--- src/rtl/dot_arb_pkg.sv ---
// Shared types and width constants for the dot-product arbiter slice.
package dot_arb_pkg;

    localparam int unsigned DEF_NUM_REQ    = 4;
    localparam int unsigned DEF_TAG_DEPTH  = 8;
    localparam int unsigned DEF_DATA_WIDTH = 32;
    localparam int unsigned DEF_TAG_W      = $clog2(DEF_NUM_REQ);
    localparam int unsigned DEF_CNT_W      = $clog2(DEF_TAG_DEPTH) + 1;

    typedef logic signed [2:0][DEF_DATA_WIDTH-1:0] vec3_t;

    typedef enum logic {
        IDLE    = 1'b0,
        GRANTED = 1'b1
    } arb_state_t;

endpackage

--- src/rtl/dot_tag_fifo.sv ---
// In-order queue of requester indices for operations in flight in the shared unit.
module dot_tag_fifo #(
    parameter int unsigned DEPTH = 8,
    parameter int unsigned WIDTH = 2,
    localparam int unsigned PTR_W = $clog2(DEPTH),
    localparam int unsigned CNT_W = $clog2(DEPTH) + 1
) (
    input  logic             clock,
    input  logic             reset_n,
    input  logic             push,
    input  logic [WIDTH-1:0] push_data,
    input  logic             pop,
    output logic [WIDTH-1:0] head,
    output logic             full,
    output logic             empty,
    output logic [CNT_W-1:0] count
);

    logic [WIDTH-1:0] mem [DEPTH];
    logic [PTR_W-1:0] wr_ptr;
    logic [PTR_W-1:0] rd_ptr;
    logic             push_ok;
    logic             pop_ok;

    assign full    = (count == CNT_W'(DEPTH));
    assign empty   = (count == '0);
    assign push_ok = push && !full;
    assign pop_ok  = pop && !empty;
    assign head    = mem[rd_ptr];

    always_ff @(posedge clock) begin
        if (push_ok) begin
            mem[wr_ptr] <= push_data;
        end
    end

    // Pointers wrap naturally because DEPTH is a power of two.
    always_ff @(posedge clock or negedge reset_n) begin
        if (!reset_n) begin
            wr_ptr <= '0;
            rd_ptr <= '0;
            count  <= '0;
        end else begin
            if (push_ok) begin
                wr_ptr <= wr_ptr + PTR_W'(1);
            end
            if (pop_ok) begin
                rd_ptr <= rd_ptr + PTR_W'(1);
            end
            case ({push_ok, pop_ok})
                2'b10:   count <= count + CNT_W'(1);
                2'b01:   count <= count - CNT_W'(1);
                default: count <= count;
            endcase
        end
    end

endmodule

--- src/rtl/dot_arbiter.sv ---
// Round-robin sharing of one FIFO-wrapped dot-product unit, with in-order result return.
module dot_arbiter
    import dot_arb_pkg::*;
#(
    parameter int unsigned NUM_REQ    = DEF_NUM_REQ,
    parameter int unsigned TAG_DEPTH  = DEF_TAG_DEPTH,
    parameter int unsigned DATA_WIDTH = DEF_DATA_WIDTH,
    localparam int unsigned TAG_W = $clog2(NUM_REQ),
    localparam int unsigned CNT_W = $clog2(TAG_DEPTH) + 1
) (
    input  logic                                   clock,
    input  logic                                   reset_n,
    input  logic [NUM_REQ-1:0][2:0][DATA_WIDTH-1:0] req_x,
    input  logic [NUM_REQ-1:0][2:0][DATA_WIDTH-1:0] req_y,
    input  logic [NUM_REQ-1:0]                     req_empty,
    output logic [NUM_REQ-1:0]                     req_rd_en,
    output logic [2:0][DATA_WIDTH-1:0]             dot_x,
    output logic [2:0][DATA_WIDTH-1:0]             dot_y,
    output logic                                   dot_in_empty,
    input  logic                                   dot_in_rd_en,
    input  logic [DATA_WIDTH-1:0]                  dot_out,
    input  logic                                   dot_out_empty,
    output logic                                   dot_out_rd_en,
    output logic [DATA_WIDTH-1:0]                  res_dout,
    input  logic [NUM_REQ-1:0]                     res_full,
    output logic [NUM_REQ-1:0]                     res_wr_en,
    output logic [CNT_W-1:0]                       outstanding,
    output logic                                   tag_underflow
);

    arb_state_t       state;
    arb_state_t       state_d;
    logic [TAG_W-1:0] grant;
    logic [TAG_W-1:0] grant_d;
    logic [TAG_W-1:0] rr_ptr;
    logic [TAG_W-1:0] rr_ptr_d;
    logic [TAG_W-1:0] grant_inc;
    logic [TAG_W-1:0] pick;
    logic             found;
    logic             accept;
    logic [TAG_W-1:0] tag_head;
    logic             tag_full;
    logic             tag_empty;
    logic             ret_ok;

    assign grant_inc = (grant == TAG_W'(NUM_REQ - 1)) ? '0 : grant + TAG_W'(1);
    assign dot_x     = req_x[grant];
    assign dot_y     = req_y[grant];

    // First non-empty requester at or after rr_ptr, wrapping.
    always_comb begin
        int unsigned idx;
        idx   = 0;
        found = 1'b0;
        pick  = '0;
        for (int unsigned i = 0; i < NUM_REQ; i++) begin
            idx = (32'(rr_ptr) + i) % NUM_REQ;
            if (!found && !req_empty[TAG_W'(idx)]) begin
                found = 1'b1;
                pick  = TAG_W'(idx);
            end
        end
    end

    always_ff @(posedge clock or negedge reset_n) begin
        if (!reset_n) begin
            state  <= IDLE;
            grant  <= '0;
            rr_ptr <= '0;
        end else begin
            state  <= state_d;
            grant  <= grant_d;
            rr_ptr <= rr_ptr_d;
        end
    end

    // Issue FSM: grant is registered in IDLE and held in GRANTED until the unit consumes.
    always_comb begin
        state_d      = state;
        grant_d      = grant;
        rr_ptr_d     = rr_ptr;
        accept       = 1'b0;
        dot_in_empty = 1'b1;
        req_rd_en    = '0;
        case (state)
            IDLE: begin
                if (found && !tag_full) begin
                    grant_d = pick;
                    state_d = GRANTED;
                end
            end
            GRANTED: begin
                dot_in_empty = req_empty[grant];
                if (dot_in_rd_en && !req_empty[grant]) begin
                    accept           = 1'b1;
                    req_rd_en[grant] = 1'b1;
                    rr_ptr_d         = grant_inc;
                    state_d          = IDLE;
                end
            end
            default: state_d = IDLE;
        endcase
    end

    dot_tag_fifo #(
        .DEPTH (TAG_DEPTH),
        .WIDTH (TAG_W)
    ) u_tag_fifo (
        .clock     (clock),
        .reset_n   (reset_n),
        .push      (accept),
        .push_data (grant),
        .pop       (ret_ok),
        .head      (tag_head),
        .full      (tag_full),
        .empty     (tag_empty),
        .count     (outstanding)
    );

    // Return router: a full head requester stalls the whole return path to keep order.
    always_comb begin
        ret_ok        = !dot_out_empty && !tag_empty && !res_full[tag_head];
        dot_out_rd_en = ret_ok;
        res_dout      = dot_out;
        res_wr_en     = '0;
        if (ret_ok) begin
            res_wr_en[tag_head] = 1'b1;
        end
    end

    always_ff @(posedge clock or negedge reset_n) begin
        if (!reset_n) begin
            tag_underflow <= 1'b0;
        end else if (!dot_out_empty && tag_empty) begin
            tag_underflow <= 1'b1;
        end
    end

endmodule

--- config.mk ---
export PLATFORM = sky130hd
export DESIGN_NAME = dot_arbiter
export DESIGN_NICKNAME = d
export VERILOG_FILES = /design/src/rtl/dot_arb_pkg.sv /design/src/rtl/dot_tag_fifo.sv /design/src/rtl/dot_arbiter.sv
export SDC_FILE = /design/constraint.sdc
export NUM_CORES = 1
export LEC_CHECK = 0
export ABC_CLOCK_PERIOD_IN_PS = 4180
export CAP_MARGIN = 30
export CORE_AREA = 2 2 412 414
export DETAILED_ROUTE_END_ITERATION = 10
export DIE_AREA = 0 0 414 416
export MAX_ROUTING_LAYER = met4
export RECOVER_POWER = 100
export SKIP_LAST_GASP = 1
export SLEW_MARGIN = 10
export SYNTH_ARGS = -nofsm -noshare
export SYNTH_HDL_FRONTEND = slang
export SYNTH_HIERARCHICAL = 1
export SYNTH_SLANG_ARGS = --single-unit
--- constraint.sdc ---
create_clock -name clock -period 4.18 [get_ports clock]
set_input_delay 0.418 -clock clock [delete_from_list [all_inputs] [get_ports clock]]
set_output_delay 0.418 -clock clock [all_outputs]
set_load 0.01 [all_outputs]
# Yosys cells after proc, flatten, opt, wreduce, memory -nomap -nowiden
# Memories as Yosys holds them, arrays and structs flattened.
# Cells that the tools add are included.
[classes]
n_addsub = 8
magnitude_cmp = 8
n_eq_ne = 4
muxes = 41
bitwise = 1
n_reduce_logical = 26
[ops]
columns = ["operator", "n"]
rows = [
  ["$bmux 96 s2", 2],
  ["$mux 96", 2],
  ["$mux 1", 19],
  ["$lt 2x3->1 const B", 6],
  ["$bmux 1 s2", 6],
  ["$logic_and 1x1->1", 12],
  ["$mux 4", 3],
  ["$logic_not 1->1", 10],
  ["$mux 2", 5],
  ["$pmux 4 s2", 1],
  ["$add 3x1->3 const B", 2],
  ["$add 2x1->2 const B", 2],
  ["$add 2x2->2 const B", 2],
  ["$add 4x1->4 const B", 1],
  ["$demux 1 s2", 2],
  ["$eq 2x2->1 const B", 2],
  ["$eq 4x4->1 const B", 1],
  ["$ge 2x1->1 const B", 2],
  ["$logic_not 4->1", 1],
  ["$reduce_and 2->1", 2],
  ["$sub 4x1->4 const B", 1],
  ["$eq 2x1->1 const B", 1],
  ["$pmux 1 s2", 1],
  ["$reduce_bool 2->1", 1],
  ["$not 1->1", 1],
]
[word_totals]
reg_bits = 16
mem_bits_rw = 16
output_inout_bits = 239
wordCells = 96
n_memories = 1
[mem_list]
columns = ["name", "words", "word_bits", "read_ports", "rd_ports_with_merged_regs", "write_ports", "line", "source"]
rows = [
  ["u_tag_fifo.mem", 8, 2, 1, 0, 1, "dot_tag_fifo.sv:19", "logic [WIDTH-1:0] mem [DEPTH];"],
]

# Logic depth before layout (Yosys ltp)
[logic_depth]
ltp_word = 15
depth_mapped = 12
mapped_depth_nobuf = 11

# Modules after synthesis
# The synthesis kept the hierarchy.
[by_module_without_submodules]
columns = ["mod", "instances", "cells_per_inst", "area_each_um2", "seq_area_each_um2"]
rows = [
  ["dot_arbiter", 1, 321, 5266.3, 150.1],
  ["dot_tag_fifo", 1, 90, 1261.2, 730.7],
]

# Worst setup path after synthesis
# Ideal clock, no wire load.
[synth_path]
path_type = "reg2reg"
startpoint = "register u_tag_fifo.rd_ptr[0]"
endpoint = "register u_tag_fifo.count[3]"
setup_time_ns = 0.134
arrival_ns = 3.830
path_slack_ns = 0.217
stages_incl_launch_ff = 13
path_buffers = 1
path_cell_list = "dfrtp_1 > buf_2 > mux4_2 > mux2_2 > mux4_2 > nor3_1 > o41ai_2 > inv_1 > ha_1 > ha_1 > or4b_2 > o311ai_0 > o211ai_1"
[synth_via]
elab_chain_len = 8
elab_cells_between_ends = 10
classes_between = "eq/ne: 2; mux: 3; reduce/logical: 4; memory: 1"
[synth_rtl]
columns = ["item", "line", "source"]
rows = [
  ["start: declaration", "dot_tag_fifo.sv:21", "logic [PTR_W-1:0] rd_ptr;"],
  ["start signal: assignment", "dot_tag_fifo.sv:48", "rd_ptr <= rd_ptr + PTR_W'(1);"],
  ["$mem_v2 8x2 *", "n/a", ""],
  ["named net tag_head[0]", "dot_arbiter.sv:41", "logic [TAG_W-1:0] tag_head;"],
  ["$bmux 1 s2 *", "dot_arbiter.sv:122", "ret_ok = !dot_out_empty && !tag_empty && !res_full[tag_head];"],
  ["$mux 1 (implied by the code) *", "dot_arbiter.sv:122", ""],
  ["$logic_not 1->1 *", "dot_arbiter.sv:122", ""],
  ["$logic_and 1x1->1 *", "dot_arbiter.sv:122", ""],
  ["named net dot_out_rd_en", "dot_arbiter.sv:23", "output logic dot_out_rd_en,"],
  ["$logic_and 1x1->1 *", "dot_tag_fifo.sv:28", "assign pop_ok = pop && !empty;"],
  ["named net u_tag_fifo.pop_ok", "dot_tag_fifo.sv:23", "logic pop_ok;"],
  ["$eq 2x1->1 or $eq 2x2->1 (tied branches)", "dot_tag_fifo.sv:50", "case ({push_ok, pop_ok})"],
  ["$pmux 4 s2 or $reduce_bool 2->1 (tied branches)", "n/a", ""],
  ["end signal: assignment", "dot_tag_fifo.sv:51", "2'b10: count <= count + CNT_W'(1);"],
  ["end signal: assignment", "dot_tag_fifo.sv:52", "2'b01: count <= count - CNT_W'(1);"],
  ["end signal: assignment", "dot_tag_fifo.sv:53", "default: count <= count;"],
  ["end: declaration", "dot_tag_fifo.sv:16", "output logic [CNT_W-1:0] count"],
]
# The timed path passes the listed nets; every way through them passes the cells marked *. The select of a mux whose other input is x is not followed.
# A chain may end at the register's enable or synchronous reset.

==> summary.md <==
| Metric | Value |
|---|---|
| Utilization after layout | `between 10 and 15%` |
| CP Class | `reg2out` |
| Power, Total | `between 0.009 and 0.01 W` |
| Post-Synth Adder-Cell Area | `under 10%` |
| First-pass iteration count of the detailed router | `5` |
| Worst-path clk slew | `around 0.050 ns` |
| Power Density | `521 mW/mm^2` |
| Clk_lat worst skew | `around 0.27 ns` |
| H-tree depth | `2` |
| Placed cell count | `roughly 3600` |
| Global-route wire length before repair | `roughly 170 mm` |
| Slew HR | `roughly 30%` |
| Asr flop ratio synth | `about half` |
| Routed WL per cell | `41.7 um` |
| Sequential share of the synthesized area | `between 10% and 20%` |
| Clock Root Buffer | `clkbuf_16` |
| Cell row count | `between 150 and 200` |
| Syn nets | `around 1200` |
| Area leader, netlist | `mux4_2` |
| Worst IR Drop VDD | `approximately 0.29 mV` |
| Gate count after technology mapping | `just over 400` |
| Grt total ovfl | `0` |
| Crit path launch type | `flip-flop` |
| Total CTS buffers | `5` |
| GPL Wtd Cong | `between 0.9 and 1` |
| Met1 wire length | `approximately 55 mm` |
| Mux share of post-synthesis cell area | `a little over two thirds` |
| Worst clock skew | `a little under 0.003 ns` |
| Starting Density | `3.88%` |
| Number of remaining DRC errors | `0` |
| Fin crit period | `3.99 ns` |
| Area grow syn2layout | `193%` |
| Die width | `between 400 and 500 um` |
| Overall routing resource usage | `about 17%` |
| Slowest Stage Delay on Critical Path | `1.00 ns` |
| Compound-Gate Fraction of Synth Area | `between 1.5 and 2%` |
| Main combinational cell family by area after synthesis | `multiplexers` |
| Share of the synthesized area in the top cell type | `roughly 70%` |
| Simple-gate portion of the synthesized area | `4.52%` |
| Layout cell share with drive strength beyond 1 | `~17%` |
| Crit path DAT | `about 3.6 ns` |
| Worst hold path type | `reg2reg` |
| Final worst-path cycle share | `95.4%` |
| Via count | `10600` |
| Number of synthesized register bits | `32` |
| Largest net degree at the start of global routing | `74` |
| Vias in the first global route | `between 9000 and 10000` |
| Max Cap Viol | `0` |
| Setup TNS | `0 ns` |
| Yosys warns | `6` |
| Post-synth cell types | `between 40 and 50` |
| Synth Area per Inst | `~16 sq um` |
| Die area | `about 0.17 sq mm` |
| Final antenna-violating net count | `0` |
| Mapped Area | `about 0.0065 sq mm` |
| Routed length on met3 | `21.6 mm` |
| WL final | `151 mm` |
| CTS tree | `built` |
| Worst-margin pin slew | `roughly 1.1 ns` |
| Status | `finished clean` |
| Hold Fails Final Rpt | `0` |
| Slew Viols, Final | `0` |
| Detailed router's first-iteration violation count | `1085` |
| P_leak | `about 5.9 nW` |
| CTS Hold Bufs | `0` |
| PortBufs | `986` |
| Post-CTS Resized | `0` |
| CTS Sinks | `32` |
| Metal2 WL | `just over 70 mm` |
| Non-filler cells, final | `between 3000 and 4000` |
| CP Data Required Time | `about 3.8 ns` |
| Ys flop type | `edfxtp_1` |
| Setup violations, final | `0` |
| Total Nets Final | `~2200` |
| Critical Path End Type | `output pin` |
| Initial antenna violation count | `~230` |
| Via-to-Cell Ratio | `2.92` |
| I/O pins | `approximately 1100` |
| Crit-path max FO | `30` |
| Area contributors post-synth | `mux4_2 68%, edfxtp_1 7.4%, dfrtp_1 6.1%` |
| Post-synthesis xor/xnor area fraction | `less than 1%` |
| Core Region | `about 0.17 sq mm` |
| Max Used Layer | `met4` |
| RSZ-0062 raised after global routing | `no` |
| Setup repair bufs after CTS | `0` |
| Fmax | `0.251 GHz` |
| CTS max path bufs | `2` |
| CP Cell Sequence | `clkbuf_2 > mux4_2 > clkdlybuf4s50_1` |
| Die height | `416 um` |
| Dpl hpwl | `142 mm` |
| EDFF count, synth | `16` |
| Slowest cell on the critical path | `dfrtp_1` |
kinds of logic after synthesis:
kind of cell / Yosys count
buffers and inverters: 88
XOR/XNOR: 6
flip-flops: 32
AND/OR/NAND/NOR: 54
AO/OA/AOI/OAI: 16
multiplexers: 205
adder cells (fa/ha/maj): 10
registers in the layout, indices dropped and copies added, names as in the netlist:
signal	count
grant	2
rr_ptr	2
state	1
tag_underflow	1
u_tag_fifo/count	4
u_tag_fifo/mem	16
u_tag_fifo/rd_ptr	3
u_tag_fifo/wr_ptr	3
placed cells by master, fill, tap and decap left out, drive strengths merged, types with 9 or more instances in the layout:
master / n
buf: 11
clkbuf: 13
clkdlybuf4s50: 794
dfrtp: 16
diode: 46
dlygate4sd3: 191
edfxtp: 16
ha: 9
inv: 10
mux4: 198
nand2: 16
nor2: 10
Yosys cell counts, types with 2 or more instances:
cell type    n
nand3_1      4
buf_2       22
nor3b_1      4
mux2_2       4
nand2b_1     3
nor2_1       9
dfrtp_1     16
xnor2_1      5
buf_4       39
nand2_1     15
edfxtp_1    16
a21oi_1      2
mux4_2     198
inv_1       10
and2_1       4
nor3_1       6
mux2_1       2
nor2b_1      2
buf_1       12
ha_1         9
o21ai_0      6
clkbuf_1     4
critical path: cells and delay by family, from the launching register on:
kind                   cells  cell delay [ns]
buffers and inverters      2             1.67
multiplexers               1             0.53
flip-flops                 1             1.00
final timing paths:
kind                            slack, ns  cells past startpoint            startpoint              endpoint
worst max-delay path                 0.19                      3              grant[1]             dot_x[24]
worst min-delay path                 0.51                      1         tag_underflow         tag_underflow
worst max register to register       0.33                     12  u_tag_fifo/rd_ptr[0]   u_tag_fifo/count[3]
worst min register to register       0.51                      1         tag_underflow         tag_underflow
max in group asynchronous            2.95                      1               reset_n  u_tag_fifo/wr_ptr[2]
min in group asynchronous            0.70                      1               reset_n             rr_ptr[0]
area by class of cell:
type | instances | area (sq um)
Clock inverter | 2 | 35.0
Clock buffer | 6 | 129
Antenna cell | 46 | 115
Inverter | 10 | 37.5
Fill cell | 19200 | 149000
Timing Repair Buffer | 1003 | 10000
Tap cell | 2218 | 2780
Sequential cell | 32 | 881
Multi-Input combinational cell | 291 | 5120
metrics by stage:
step | cell area, sq um | hold slack (ns) | setup slack, ns
global placement | 18900 | 0.508 | 0.293
global route | 19100 | 0.557 | 0.0348
CTS | 19100 | 0.525 | 0.328
floorplan | 6530 | 0.122 | 0.217
finish | 19100 | 0.514 | 0.191
detailed placement | 18900 | 0.502 | 0.327
where the power goes:
part	leakage, nW	internal [W]	switching (W)
combinational	5.53	0.00401	0.00491
sequential	0.332	0.000449	0.000196
clock	0.0811	0.000280	0.000128
total	5.94	0.00474	0.00523
layer usage:
| layer | vias to the layer above | GRT usage (%) |
|---|---|---|
| met5 | - | - |
| li1 | 3762 | - |
| met2 | 1101 | 28.4 |
| met4 | 0 | 0.844 |
| met1 | 5440 | 19.2 |
| met3 | 250 | 9.27 |
Power figures use the tool's default switching activity.
